File: src/rtl/byte_lsu_if.sv
// byte_lsu_if
//
// Bundles the request/response handshake and the byte-wide memory port
// of the byte load/store unit.
//
// Signals:
//   req_valid, req_ready      request handshake
//   req_we, req_size          store/load select and access size (0/1/2, 3 illegal)
//   req_unsigned              zero-extend loads when set
//   req_addr [AW], req_wdata  byte address and right-aligned store data
//   rsp_valid                 one-cycle completion pulse
//   rsp_rdata, rsp_err        load result and rejection flag
//   mem_address, mem_data     byte address and write byte to the memory
//   mem_wren                  memory write enable
//   mem_q                     memory read byte, one cycle after its address
//
// Modports:
//   slave  - the load/store unit itself
//   master - the requester plus attached memory (environment side)

interface byte_lsu_if #(
    parameter int AW = 6
);
    logic          req_valid;
    logic          req_ready;
    logic          req_we;
    logic [1:0]    req_size;
    logic          req_unsigned;
    logic [AW-1:0] req_addr;
    logic [31:0]   req_wdata;
    logic          rsp_valid;
    logic [31:0]   rsp_rdata;
    logic          rsp_err;
    logic [AW-1:0] mem_address;
    logic [7:0]    mem_data;
    logic          mem_wren;
    logic [7:0]    mem_q;

    modport slave (
        input  req_valid, req_we, req_size, req_unsigned, req_addr, req_wdata, mem_q,
        output req_ready, rsp_valid, rsp_rdata, rsp_err, mem_address, mem_data, mem_wren
    );

    modport master (
        output req_valid, req_we, req_size, req_unsigned, req_addr, req_wdata, mem_q,
        input  req_ready, rsp_valid, rsp_rdata, rsp_err, mem_address, mem_data, mem_wren
    );
endinterface

File: src/rtl/byte_lsu.sv
// byte_lsu
//
// Splits byte/half/word load and store requests into little-endian
// sequential byte accesses on a 2^AW x 8 synchronous-read memory.
// Misaligned requests and size 3 are rejected without touching memory.
//
// Ports:
//   clock  - single clock, rising edge
//   reset  - asynchronous, active-high; clears all state immediately
//   bus    - byte_lsu_if.slave: request/response handshake and memory port

module byte_lsu #(
    parameter int AW = 6
) (
    input  logic        clock,
    input  logic        reset,
    byte_lsu_if.slave   bus
);

    typedef enum logic [1:0] {IDLE, ACCESS, DRAIN, RESP} state_t;

    state_t        state_q, state_d;
    logic          we_q, we_d;
    logic [1:0]    size_q, size_d;
    logic          unsigned_q, unsigned_d;
    logic [AW-1:0] addr_q, addr_d;
    logic [31:0]   wdata_q, wdata_d;
    logic          err_q, err_d;
    logic [1:0]    idx_q, idx_d;
    logic [31:0]   data_q, data_d;
    logic [31:0]   rsp_rdata_q, rsp_rdata_d;
    logic          rsp_err_q, rsp_err_d;
    logic [AW-1:0] mem_address_q, mem_address_d;
    logic [7:0]    mem_data_q, mem_data_d;
    logic          mem_wren_q, mem_wren_d;

    logic          accept;
    logic          req_illegal;
    logic [1:0]    last_idx;
    logic [1:0]    idx_next;
    logic [1:0]    idx_prev;
    logic [31:0]   wdata_shifted;
    logic [31:0]   merged;

    // The response cycle also counts as ready so a back-to-back request
    // can be taken at the edge that closes the response.
    assign accept      = bus.req_valid && (state_q == IDLE || state_q == RESP);
    assign req_illegal = (bus.req_size == 2'd3)
                       || (bus.req_size == 2'd1 && bus.req_addr[0])
                       || (bus.req_size == 2'd2 && bus.req_addr[1:0] != 2'b00);

    // Index of the final byte: 0, 1 or 3 for byte, half, word.
    assign last_idx      = {size_q[1], size_q[1] | size_q[0]};
    assign idx_next      = idx_q + 2'd1;
    assign idx_prev      = idx_q - 2'd1;
    assign wdata_shifted = wdata_q >> {idx_next, 3'b000};
    // The final load byte arrives in DRAIN; fold it in before extension.
    assign merged        = data_q | ({24'd0, bus.mem_q} << {last_idx, 3'b000});

    // Next-state and datapath decisions for the whole transaction.
    always_comb begin
        state_d       = state_q;
        we_d          = we_q;
        size_d        = size_q;
        unsigned_d    = unsigned_q;
        addr_d        = addr_q;
        wdata_d       = wdata_q;
        err_d         = err_q;
        idx_d         = idx_q;
        data_d        = data_q;
        rsp_rdata_d   = rsp_rdata_q;
        rsp_err_d     = rsp_err_q;
        mem_address_d = mem_address_q;
        mem_data_d    = mem_data_q;
        mem_wren_d    = 1'b0;

        case (state_q)
            IDLE, RESP: begin
                if (accept) begin
                    we_d       = bus.req_we;
                    size_d     = bus.req_size;
                    unsigned_d = bus.req_unsigned;
                    addr_d     = bus.req_addr;
                    wdata_d    = bus.req_wdata;
                    err_d      = req_illegal;
                    idx_d      = 2'd0;
                    data_d     = 32'd0;
                    if (req_illegal) begin
                        // Rejected requests spend one silent cycle so their
                        // response appears one edge after acceptance.
                        state_d = DRAIN;
                    end else begin
                        state_d       = ACCESS;
                        mem_address_d = bus.req_addr;
                        mem_data_d    = bus.req_wdata[7:0];
                        mem_wren_d    = bus.req_we;
                    end
                end else begin
                    state_d = IDLE;
                end
            end

            ACCESS: begin
                // Byte idx-1 was addressed two edges ago and is on mem_q now.
                if (!we_q && idx_q != 2'd0) begin
                    data_d = data_q | ({24'd0, bus.mem_q} << {idx_prev, 3'b000});
                end
                if (idx_q == last_idx) begin
                    if (we_q) begin
                        state_d     = RESP;
                        rsp_rdata_d = 32'd0;
                        rsp_err_d   = 1'b0;
                    end else begin
                        state_d = DRAIN;
                    end
                end else begin
                    idx_d         = idx_next;
                    mem_address_d = addr_q + AW'(idx_next);
                    mem_data_d    = wdata_shifted[7:0];
                    mem_wren_d    = we_q;
                end
            end

            DRAIN: begin
                state_d = RESP;
                if (err_q) begin
                    rsp_rdata_d = 32'd0;
                    rsp_err_d   = 1'b1;
                end else begin
                    rsp_err_d = 1'b0;
                    case (size_q)
                        2'd0:    rsp_rdata_d = unsigned_q ? {24'd0, merged[7:0]}
                                                          : {{24{merged[7]}}, merged[7:0]};
                        2'd1:    rsp_rdata_d = unsigned_q ? {16'd0, merged[15:0]}
                                                          : {{16{merged[15]}}, merged[15:0]};
                        default: rsp_rdata_d = merged;
                    endcase
                end
            end

            default: state_d = IDLE;
        endcase
    end

    // All registers clear asynchronously so an aborted store stops writing at once.
    always_ff @(posedge clock or posedge reset) begin
        if (reset) begin
            state_q       <= IDLE;
            we_q          <= 1'b0;
            size_q        <= 2'd0;
            unsigned_q    <= 1'b0;
            addr_q        <= '0;
            wdata_q       <= 32'd0;
            err_q         <= 1'b0;
            idx_q         <= 2'd0;
            data_q        <= 32'd0;
            rsp_rdata_q   <= 32'd0;
            rsp_err_q     <= 1'b0;
            mem_address_q <= '0;
            mem_data_q    <= 8'd0;
            mem_wren_q    <= 1'b0;
        end else begin
            state_q       <= state_d;
            we_q          <= we_d;
            size_q        <= size_d;
            unsigned_q    <= unsigned_d;
            addr_q        <= addr_d;
            wdata_q       <= wdata_d;
            err_q         <= err_d;
            idx_q         <= idx_d;
            data_q        <= data_d;
            rsp_rdata_q   <= rsp_rdata_d;
            rsp_err_q     <= rsp_err_d;
            mem_address_q <= mem_address_d;
            mem_data_q    <= mem_data_d;
            mem_wren_q    <= mem_wren_d;
        end
    end

    assign bus.req_ready   = (state_q == IDLE) || (state_q == RESP);
    assign bus.rsp_valid   = (state_q == RESP);
    assign bus.rsp_rdata   = rsp_rdata_q;
    assign bus.rsp_err     = rsp_err_q;
    assign bus.mem_address = mem_address_q;
    assign bus.mem_data    = mem_data_q;
    assign bus.mem_wren    = mem_wren_q;

endmodule
File: src/flat_wrapper.sv
// flat-port wrapper written by rule: the top's interface ports become plain ports
module byte_lsu_flat 
#(
    parameter int AW = 6
)
  (clock, reset, bus_req_valid, bus_req_we, bus_req_size, bus_req_unsigned, bus_req_addr, bus_req_wdata, bus_mem_q, bus_req_ready, bus_rsp_valid, bus_rsp_rdata, bus_rsp_err, bus_mem_address, bus_mem_data, bus_mem_wren);
  byte_lsu_if #(.AW(AW)) bus_i ();
  input  logic clock;
  input  logic reset;
  input wire logic [$bits(bus_i.req_valid)-1:0] bus_req_valid;
  input wire logic [$bits(bus_i.req_we)-1:0] bus_req_we;
  input wire logic [$bits(bus_i.req_size)-1:0] bus_req_size;
  input wire logic [$bits(bus_i.req_unsigned)-1:0] bus_req_unsigned;
  input wire logic [$bits(bus_i.req_addr)-1:0] bus_req_addr;
  input wire logic [$bits(bus_i.req_wdata)-1:0] bus_req_wdata;
  input wire logic [$bits(bus_i.mem_q)-1:0] bus_mem_q;
  output wire logic [$bits(bus_i.req_ready)-1:0] bus_req_ready;
  output wire logic [$bits(bus_i.rsp_valid)-1:0] bus_rsp_valid;
  output wire logic [$bits(bus_i.rsp_rdata)-1:0] bus_rsp_rdata;
  output wire logic [$bits(bus_i.rsp_err)-1:0] bus_rsp_err;
  output wire logic [$bits(bus_i.mem_address)-1:0] bus_mem_address;
  output wire logic [$bits(bus_i.mem_data)-1:0] bus_mem_data;
  output wire logic [$bits(bus_i.mem_wren)-1:0] bus_mem_wren;
  assign bus_i.req_valid = bus_req_valid;
  assign bus_i.req_we = bus_req_we;
  assign bus_i.req_size = bus_req_size;
  assign bus_i.req_unsigned = bus_req_unsigned;
  assign bus_i.req_addr = bus_req_addr;
  assign bus_i.req_wdata = bus_req_wdata;
  assign bus_i.mem_q = bus_mem_q;
  assign bus_req_ready = bus_i.req_ready;
  assign bus_rsp_valid = bus_i.rsp_valid;
  assign bus_rsp_rdata = bus_i.rsp_rdata;
  assign bus_rsp_err = bus_i.rsp_err;
  assign bus_mem_address = bus_i.mem_address;
  assign bus_mem_data = bus_i.mem_data;
  assign bus_mem_wren = bus_i.mem_wren;
  byte_lsu #(.AW(AW)) u_core (.clock(clock), .reset(reset), .bus(bus_i));
endmodule
File: config.mk
export PLATFORM = sky130hd
export DESIGN_NAME = byte_lsu_flat
export DESIGN_NICKNAME = d
export VERILOG_FILES = /design/src/rtl/byte_lsu_if.sv /design/src/rtl/byte_lsu.sv /design/src/flat_wrapper.sv
export SDC_FILE = /design/constraint.sdc
export NUM_CORES = 1
export LEC_CHECK = 0
export ABC_AREA = 1
export CORE_MARGIN = 4
export CORE_UTILIZATION = 30
export DETAILED_ROUTE_END_ITERATION = 10
export MAX_ROUTING_LAYER = met4
export PLACE_DENSITY = 0.55
export SLEW_MARGIN = 0
export SYNTH_ARGS = -nofsm -noshare
export SYNTH_HDL_FRONTEND = slang
export SYNTH_SLANG_ARGS = --single-unit
File: constraint.sdc
create_clock -name clock -period 5.3 [get_ports clock]
set_clock_uncertainty 0.15 [all_clocks]
set_input_delay 0.795 -clock clock [delete_from_list [all_inputs] [get_ports clock]]
set_output_delay 0.795 -clock clock [all_outputs]
set_load 0.02 [all_outputs]
==> impl_metrics.json, run 1 <==
{
  "critical_path_required_ps": 5450,
  "min_path_type": "register to register",
  "postCtsSetupBuffers": 0,
  "htreeDepth": 4,
  "port_buffers": 102,
  "drt_wl_total_um": 15900,
  "synth_cells": 759,
  "route.detailed.wl_per_inst_um": 14.0,
  "setup_viol": 0,
  "multi_input_comb_area_um2": 2450,
  "synth_area_leader_cell": "dfrtp_1",
  "reg2reg_from": "u_core.state_q[0]$_DFFE_PP0P_",
  "number_of_antenna_violations_at_the_first_check_in_global_routing": 0,
  "r2r_slack_ps": 2160,
  "p_int_mw": 2.99,
  "critical_path_arrival_ps": 3290,
  "place_congestion": 0.783,
  "yosysUniqueCellTypes": 28,
  "antenna_cells_inserted": 0,
  "flops_latches_synth": 127,
  "layout.cells.most_common_list": "nand2_1, dfrtp_1, clkdlybuf4s50_1",
  "whs_path_depth": 2,
  "hold_buffers": 0,
  "initial_core_util_pct": 30.5,
  "finish.net_count": 911,
  "worst_slew_pin_slew_ps": 1140,
  "cts-buffers-inserted": 17,
  "sw_frac_of_total_pct": 41.8,
  "pin_count_of_the_biggest_net_entering_global_routing": 70,
  "post_cts_resize_count": 0,
  "power.net_switching_mw": 2.15,
  "clock_tree_buffer_depth": 2,
  "fin_crit_sh_pct": 59.2,
  "post_synth_instance_area_um2": 6150,
  "final_cells": 1133,
  "tritoncts": "done",
  "path_clk_slew_ps": 60,
  "route.vias.total": 5038,
  "area_growth_syn_to_layout_pct": 29.6,
  "fp-row-count": 52,
  "fill_cells": 2133,
  "placedCellCount": 1101,
  "grt_usage_pct": 15.2,
  "timing.hold.worst.start": "u_core.wdata_q[18]$_DFFE_PP0P_",
  "status": "finished clean",
  "most_frequent_standard_cell_in_the_layout_excluding_fill_and_tap_cells": "nand2_1",
  "drt_first_pass_iters": 4,
  "dieHeight_um": 151,
  "detailed_place_hpwl_um": 11000,
  "slew_headroom_pct": 23.8,
  "drt-vias-per-instance": 4.45,
  "final.setup.tns_ps": 0,
  "cap_violations": 0,
  "vias_in_the_first_global_route": 5136,
  "synth_nets": 820,
  "ioPinCount": 103,
  "pwr_density_nw_per_um2": 644,
  "drc_violations": 0,
  "timing.final.hold_violations": 0,
  "capture_point_of_the_worst_reg_to_reg_path": "u_core.state_q[1]$_DFFE_PP0P_",
  "yosys-top-cells-area": "dfrtp_1, nand2_1, inv_1",
  "maxSlewViolCount": 0,
  "wire_length_of_the_first_global_routing_pass_um": 26300,
  "die_area_um2": 22900,
  "period_minus_slack_ps": 3140,
  "vdd_ir_drop_max_mv": 0.270,
  "die_x_um": 151,
  "holdPathEnd": "u_core.wdata_q[18]$_DFFE_PP0P_",
  "setup.worst_path.end_class": "register",
  "seq_power_share_pct": 31.3,
  "share_of_final_layout_standard_cells_stronger_than_drive_strength_1_pct": 9.50,
  "post_synth.cell_area_avg_um2": 8.10,
  "clockRootBuffer": "clkbuf_16",
  "critical_path.startpoint_type": "register",
  "rsz0062_at_grt": "false",
  "max_freq_mhz": 319,
  "worst_hold_slack_ps": 328,
  "post-synth-top-area-fraction_pct": 51.7,
  "pwr-share-comb_pct": 44.6,
  "clk-insertion-delay-late_ps": 420,
  "yosys_warnings": 0,
  "crit_type": "register to register",
  "postRouteAntennaNets": 0,
  "detail_route.iter0.violations": 255,
  "p_clk_share_pct": 24.2,
  "worst_r2r_path_depth": 9,
  "layout.area.seq_um2": 3180,
  "cp_max_fo": 55,
  "grt_remaining_overflow": 0,
  "clock-sinks": 127,
  "power.leakage_nw": 3.81,
  "ys_seq_area_share_pct": 51.7,
  "core-area_um2": 20200
}
==> per-layer routing <==
metal / wire (µm) / track usage, % / share of wire [%]
met2: 7640 / 24.4 / 48
met1: 7460 / 19.8 / 47
met4: 115 / 2.90 / 0.72
met5: 0 / - / 0
met3: 695 / 3.68 / 4.4
==> Yosys cell counts <==
| library cell | n |
|---|---|
| a21oi_1 | 49 |
| buf_2 | 9 |
| buf_4 | 2 |
| buf_6 | 8 |
| clkbuf_1 | 16 |
| clkinv_1 | 2 |
| dfrtp_1 | 127 |
| fa_1 | 1 |
| ha_1 | 7 |
| inv_1 | 78 |
| inv_2 | 4 |
| nand2_1 | 311 |
| nand2_2 | 3 |
| nand2_4 | 2 |
| nand2_8 | 2 |
| nand3_1 | 41 |
| nand3_2 | 1 |
| nand3_4 | 3 |
| nand4_1 | 1 |
| nand4_2 | 1 |
| nor2_1 | 11 |
| nor2_2 | 1 |
| nor2_4 | 4 |
| nor3_1 | 1 |
| o211ai_2 | 1 |
| o21ai_0 | 51 |
| o21ai_2 | 21 |
| xor2_1 | 1 |
==> layout make-up <==
class,instances,area share (%)
Sequential cell,127,39.9
Multi-Input combinational cell,513,30.7
Timing Repair Buffer,107,13.3
Clock buffer,18,5.51
Tap cell,270,4.24
Inverter,84,3.99
Clock inverter,14,2.39
==> registers in the layout (all words and copies together) (netlist names) <==
signal,count
u_core.state_q,2
u_core.unsigned_q,1
u_core.we_q,1
u_core.addr_q,6
u_core.bus.mem_wren,1
u_core.idx_q,2
u_core.err_q,1
u_core.bus.mem_address,6
u_core.bus.rsp_rdata,32
u_core.bus.mem_data,8
u_core.size_q,2
u_core.bus.rsp_err,1
u_core.wdata_q,32
u_core.data_q,32
==> how the worst max path moves through the flow <==
stage,start,to,cells after the start
floorplan,reset,u_core.addr_q[0]$_DFFE_PP0P_,1
finish,u_core.state_q[0]$_DFFE_PP0P_,u_core.state_q[1]$_DFFE_PP0P_,9
global route,u_core.state_q[0]$_DFFE_PP0P_,u_core.state_q[1]$_DFFE_PP0P_,9
global placement,bus_req_valid,u_core.state_q[1]$_DFFE_PP0P_,8
CTS,u_core.state_q[0]$_DFFE_PP0P_,u_core.state_q[1]$_DFFE_PP0P_,9
detailed placement,bus_req_valid,u_core.state_q[1]$_DFFE_PP0P_,8
==> critical path: stages (launching register included) <==
cell and delay (ps):
dfrtp_1 380, inv_1 90, ha_1 380, nand2_1 100
buf_4 420, clkinv_1 900, nand3_1 370, nand2_1 70
nand2_1 50, o21ai_0 70
==> kinds of logic (layout without fill, tap and decap cells) <==
family / after synthesis / after routing / share of synthesized area [%]
and+or+nand+nor: 382 / 382 / 26.6
xor gates and xnor gates: 1 / 1 / 0.142
adders and majority gates: 8 / 8 / 1.75
DFF: 127 / 127 / 51.7
buffers and inverters: 119 / 223 / 8.55
AOI/OAI and AO/OA: 122 / 122 / 11.3
==> power groups by stage <==
stage,Clock [mW],Combinational (mW),Sequential [mW]
2_1_floorplan,0,1.46,1.76
3_3_place_gp,0,2.32,1.61
3_5_place_dp,0,2.33,1.62
4_1_cts,1.26,2.35,1.61
5_1_grt,1.31,2.59,1.66
6_report,1.24,2.29,1.61
==> per-stage QoR <==
stage	power, mW	utilization [%]	worst slack, ps	cell area, µm²
2_1_floorplan	3.22	-	971	6150
3_3_place_gp	3.93	36.4	1810	7340
3_5_place_dp	3.95	36.4	1790	7340
4_1_cts	5.22	39.5	2130	7970
5_1_grt	5.56	39.5	1870	7970
6_report	5.14	39.5	2160	7970
No activity file was read; power rests on OpenSTA's default activity.
==> run 2: changes to the inputs <==
--- a/config.mk
+++ b/config.mk
@@ -10,7 +10,7 @@
 export CORE_UTILIZATION = 30
 export DETAILED_ROUTE_END_ITERATION = 10
 export MAX_ROUTING_LAYER = met4
-export PLACE_DENSITY = 0.55
+export PLACE_DENSITY = 0.57
 export SLEW_MARGIN = 0
 export SYNTH_ARGS = -nofsm -noshare
 export SYNTH_HDL_FRONTEND = slang
==> constraint.sdc (replaced) <==
create_clock -name clock -period 2.6 [get_ports clock]
set_clock_uncertainty 0.15 [all_clocks]
set_input_delay 0.39 -clock clock [delete_from_list [all_inputs] [get_ports clock]]
set_output_delay 0.39 -clock clock [all_outputs]
set_load 0.02 [all_outputs]
==> run 2 against run 1 <==
  * Count of clock-buffer cells in the layout increased by 7
  * Design area increased by 0.35%
  * Flip-flop and latch count unchanged
  * Via count increased by 0.28%
  * Hold slack got worse by 100 ps
  * Register-to-register slack got worse by 1700 ps
  * Non-clock buffer count increased by 7
  * Sequential power increased by 100%
  * First-iteration DRC count increased by 23%
  * Sequential share of layout area decreased by 0.14 points
  * Critical path type is now register to output pin
  * Critical endpoint is now bus_req_ready
  * Largest cell class unchanged
  * Largest power group unchanged
  * Highest routed layer unchanged
==> impl_metrics.json, run 2 (synthesized netlist as in run 1, its figures left out) <==
{
  "status": "finished clean",
  "clock-sinks": 127,
  "final_cells": 1139,
  "cap_violations": 0,
  "path_clk_slew_ps": 60,
  "die_area_um2": 22900,
  "worst_r2r_path_depth": 6,
  "htreeDepth": 4,
  "met3_wirelength_um": 732,
  "drt_first_pass_iters": 4,
  "drc_violations": 0,
  "port_buffers": 102,
  "fp-row-count": 52,
  "grt_usage_pct": 15.0,
  "final_critical_path_setup_slack_ps": 113,
  "finish.net_count": 918,
  "vias_in_the_first_global_route": 5038,
  "highest_delay_cell_along_the_critical_path": "clkdlybuf4s50_1",
  "fin_crit_sh_pct": 95.6,
  "timing.critical_path.cells": "inv_1 > ha_1 > clkdlybuf4s50_1",
  "crit_type": "register to output pin",
  "tritoncts": "done",
  "setup_viol": 0,
  "placedCellCount": 1108,
  "clockRootBuffer": "clkbuf_16",
  "clk-insertion-delay-late_ps": 420,
  "final.setup.tns_ps": 0,
  "maxSlewViolCount": 0,
  "postCtsSetupBuffers": 0,
  "grt_remaining_overflow": 0,
  "cp_max_fo": 5,
  "setup.worst_path.end_class": "output pin",
  "ioPinCount": 103,
  "power.leakage_nw": 3.83,
  "clock_tree_buffer_depth": 2,
  "maxUsedRoutingLayer": "met4",
  "drt-vias-per-instance": 4.44,
  "route.vias.total": 5052,
  "postRouteAntennaNets": 0,
  "worst_slew_pin_slew_ps": 553,
  "initial_core_util_pct": 30.5,
  "final_core_util_pct": 39.7,
  "min_path_type": "input pin to async pin",
  "capture_point_of_the_worst_reg_to_reg_path": "u_core.bus.rsp_rdata[29]$_DFFE_PP0P_",
  "fill_cells": 2122,
  "critical_path_arrival_ps": 1950,
  "critical-path-max-stage-delay_ps": 650,
  "routed-wl-met2_um": 7570,
  "vdd_ir_drop_max_mv": 0.488,
  "pin_count_of_the_biggest_net_entering_global_routing": 55,
  "max_freq_mhz": 402,
  "post_cts_resize_count": 0,
  "place_congestion": 0.763,
  "pwr_density_nw_per_um2": 1290,
  "critical_path_required_ps": 2060,
  "timing.final.hold_violations": 0,
  "area_growth_syn_to_layout_pct": 30.1,
  "detailed_place_hpwl_um": 11100,
  "reg2reg_from": "u_core.state_q[1]$_DFFE_PP0P_",
  "most_frequent_standard_cell_in_the_layout_excluding_fill_and_tap_cells": "nand2_1",
  "dieHeight_um": 151,
  "critical_path.startpoint_type": "register",
  "period_minus_slack_ps": 2490,
  "route.detailed.wl_per_inst_um": 13.9,
  "layout.cells.most_common_list": "nand2_1, dfrtp_1, clkdlybuf4s50_1",
  "antenna_cells_inserted": 0,
  "share_of_final_layout_standard_cells_stronger_than_drive_strength_1_pct": 9.67,
  "die_x_um": 151,
  "detail_route.wirelength.met1_um": 7380,
  "cts-buffers-inserted": 17,
  "r2r_slack_ps": 450,
  "rsz0062_at_grt": "false",
  "slew_headroom_pct": 63.0,
  "place_ws_ps": 394,
  "hold_buffers": 0,
  "detail_route.iter0.violations": 314,
  "number_of_antenna_violations_at_the_first_check_in_global_routing": 0,
  "wire_length_of_the_first_global_routing_pass_um": 26100,
  "core-area_um2": 20200,
  "drt_wl_total_um": 15800
}
[run 2: final cells by class]
class / count / area (µm²) / area share [%]
tap: 270 / 338 / 4.22
multi-input combinational: 513 / 2450 / 30.6
clock buffer: 25 / 495 / 6.20
clock inverter: 6 / 57.6 / 0.720
inverter: 84 / 319 / 3.99
timing repair buffer: 114 / 1160 / 14.5
sequential: 127 / 3180 / 39.7
[run 2: worst max-delay path by stage]
stage,start,end,slack [ps],cells after the start
2_1_floorplan,u_core.idx_q[0]$_DFFE_PP0P_,u_core.bus.mem_address[2]$_DFFE_PP0P_,300,9
3_3_place_gp,bus_req_addr[0],u_core.bus.mem_data[2]$_DFFE_PP0P_,430,8
3_5_place_dp,bus_req_addr[0],u_core.bus.mem_data[0]$_DFFE_PP0P_,390,8
4_1_cts,u_core.state_q[0]$_DFFE_PP0P_,bus_req_ready,80,3
5_1_grt,u_core.state_q[0]$_DFFE_PP0P_,bus_req_ready,40,3
6_report,u_core.state_q[0]$_DFFE_PP0P_,bus_req_ready,110,3
[run 2: critical path, delay by kind of cell, from the launching register on]
family,cells,cell delay (ps)
fa+ha+maj,1,400
buf+inv,2,740
flops,1,390
[run 2: per-layer routing]
metal / up-vias / track usage [%]
met4: 0 / 3.99
met5: - / -
met3: 14 / 3.44
met2: 124 / 23.3
met1: 2340 / 19.8
li1: 2574 / -
[run 2: stage by stage]
stage / power, mW / instance area [µm²] / hold slack [ps]
3_3_place_gp: 8.10 / 7440 / 312
3_5_place_dp: 8.16 / 7440 / 317
6_report: 10.3 / 8000 / 224
5_1_grt: 11.1 / 8000 / 253
2_1_floorplan: 6.57 / 6150 / 299
4_1_cts: 10.5 / 8000 / 228
[run 2: report_power, final]
group / total [mW] / leakage, nW / switching [mW] / internal [mW]
clock: 2.25 / 0.273 / 0.849 / 1.40
combinational: 4.79 / 1.89 / 3.04 / 1.75
sequential: 3.23 / 1.66 / 0.450 / 2.78
==> run 3: changes to the inputs <==
--- a/config.mk
+++ b/config.mk
@@ -8,6 +8,7 @@
 export ABC_AREA = 1
 export CORE_MARGIN = 4
 export CORE_UTILIZATION = 30
+export CTS_CLUSTER_DIAMETER = 80
 export DETAILED_ROUTE_END_ITERATION = 10
 export MAX_ROUTING_LAYER = met4
 export PLACE_DENSITY = 0.57
==> results of run 3 <==
The final DEF is identical to that of run 2; final timing and power are the same.
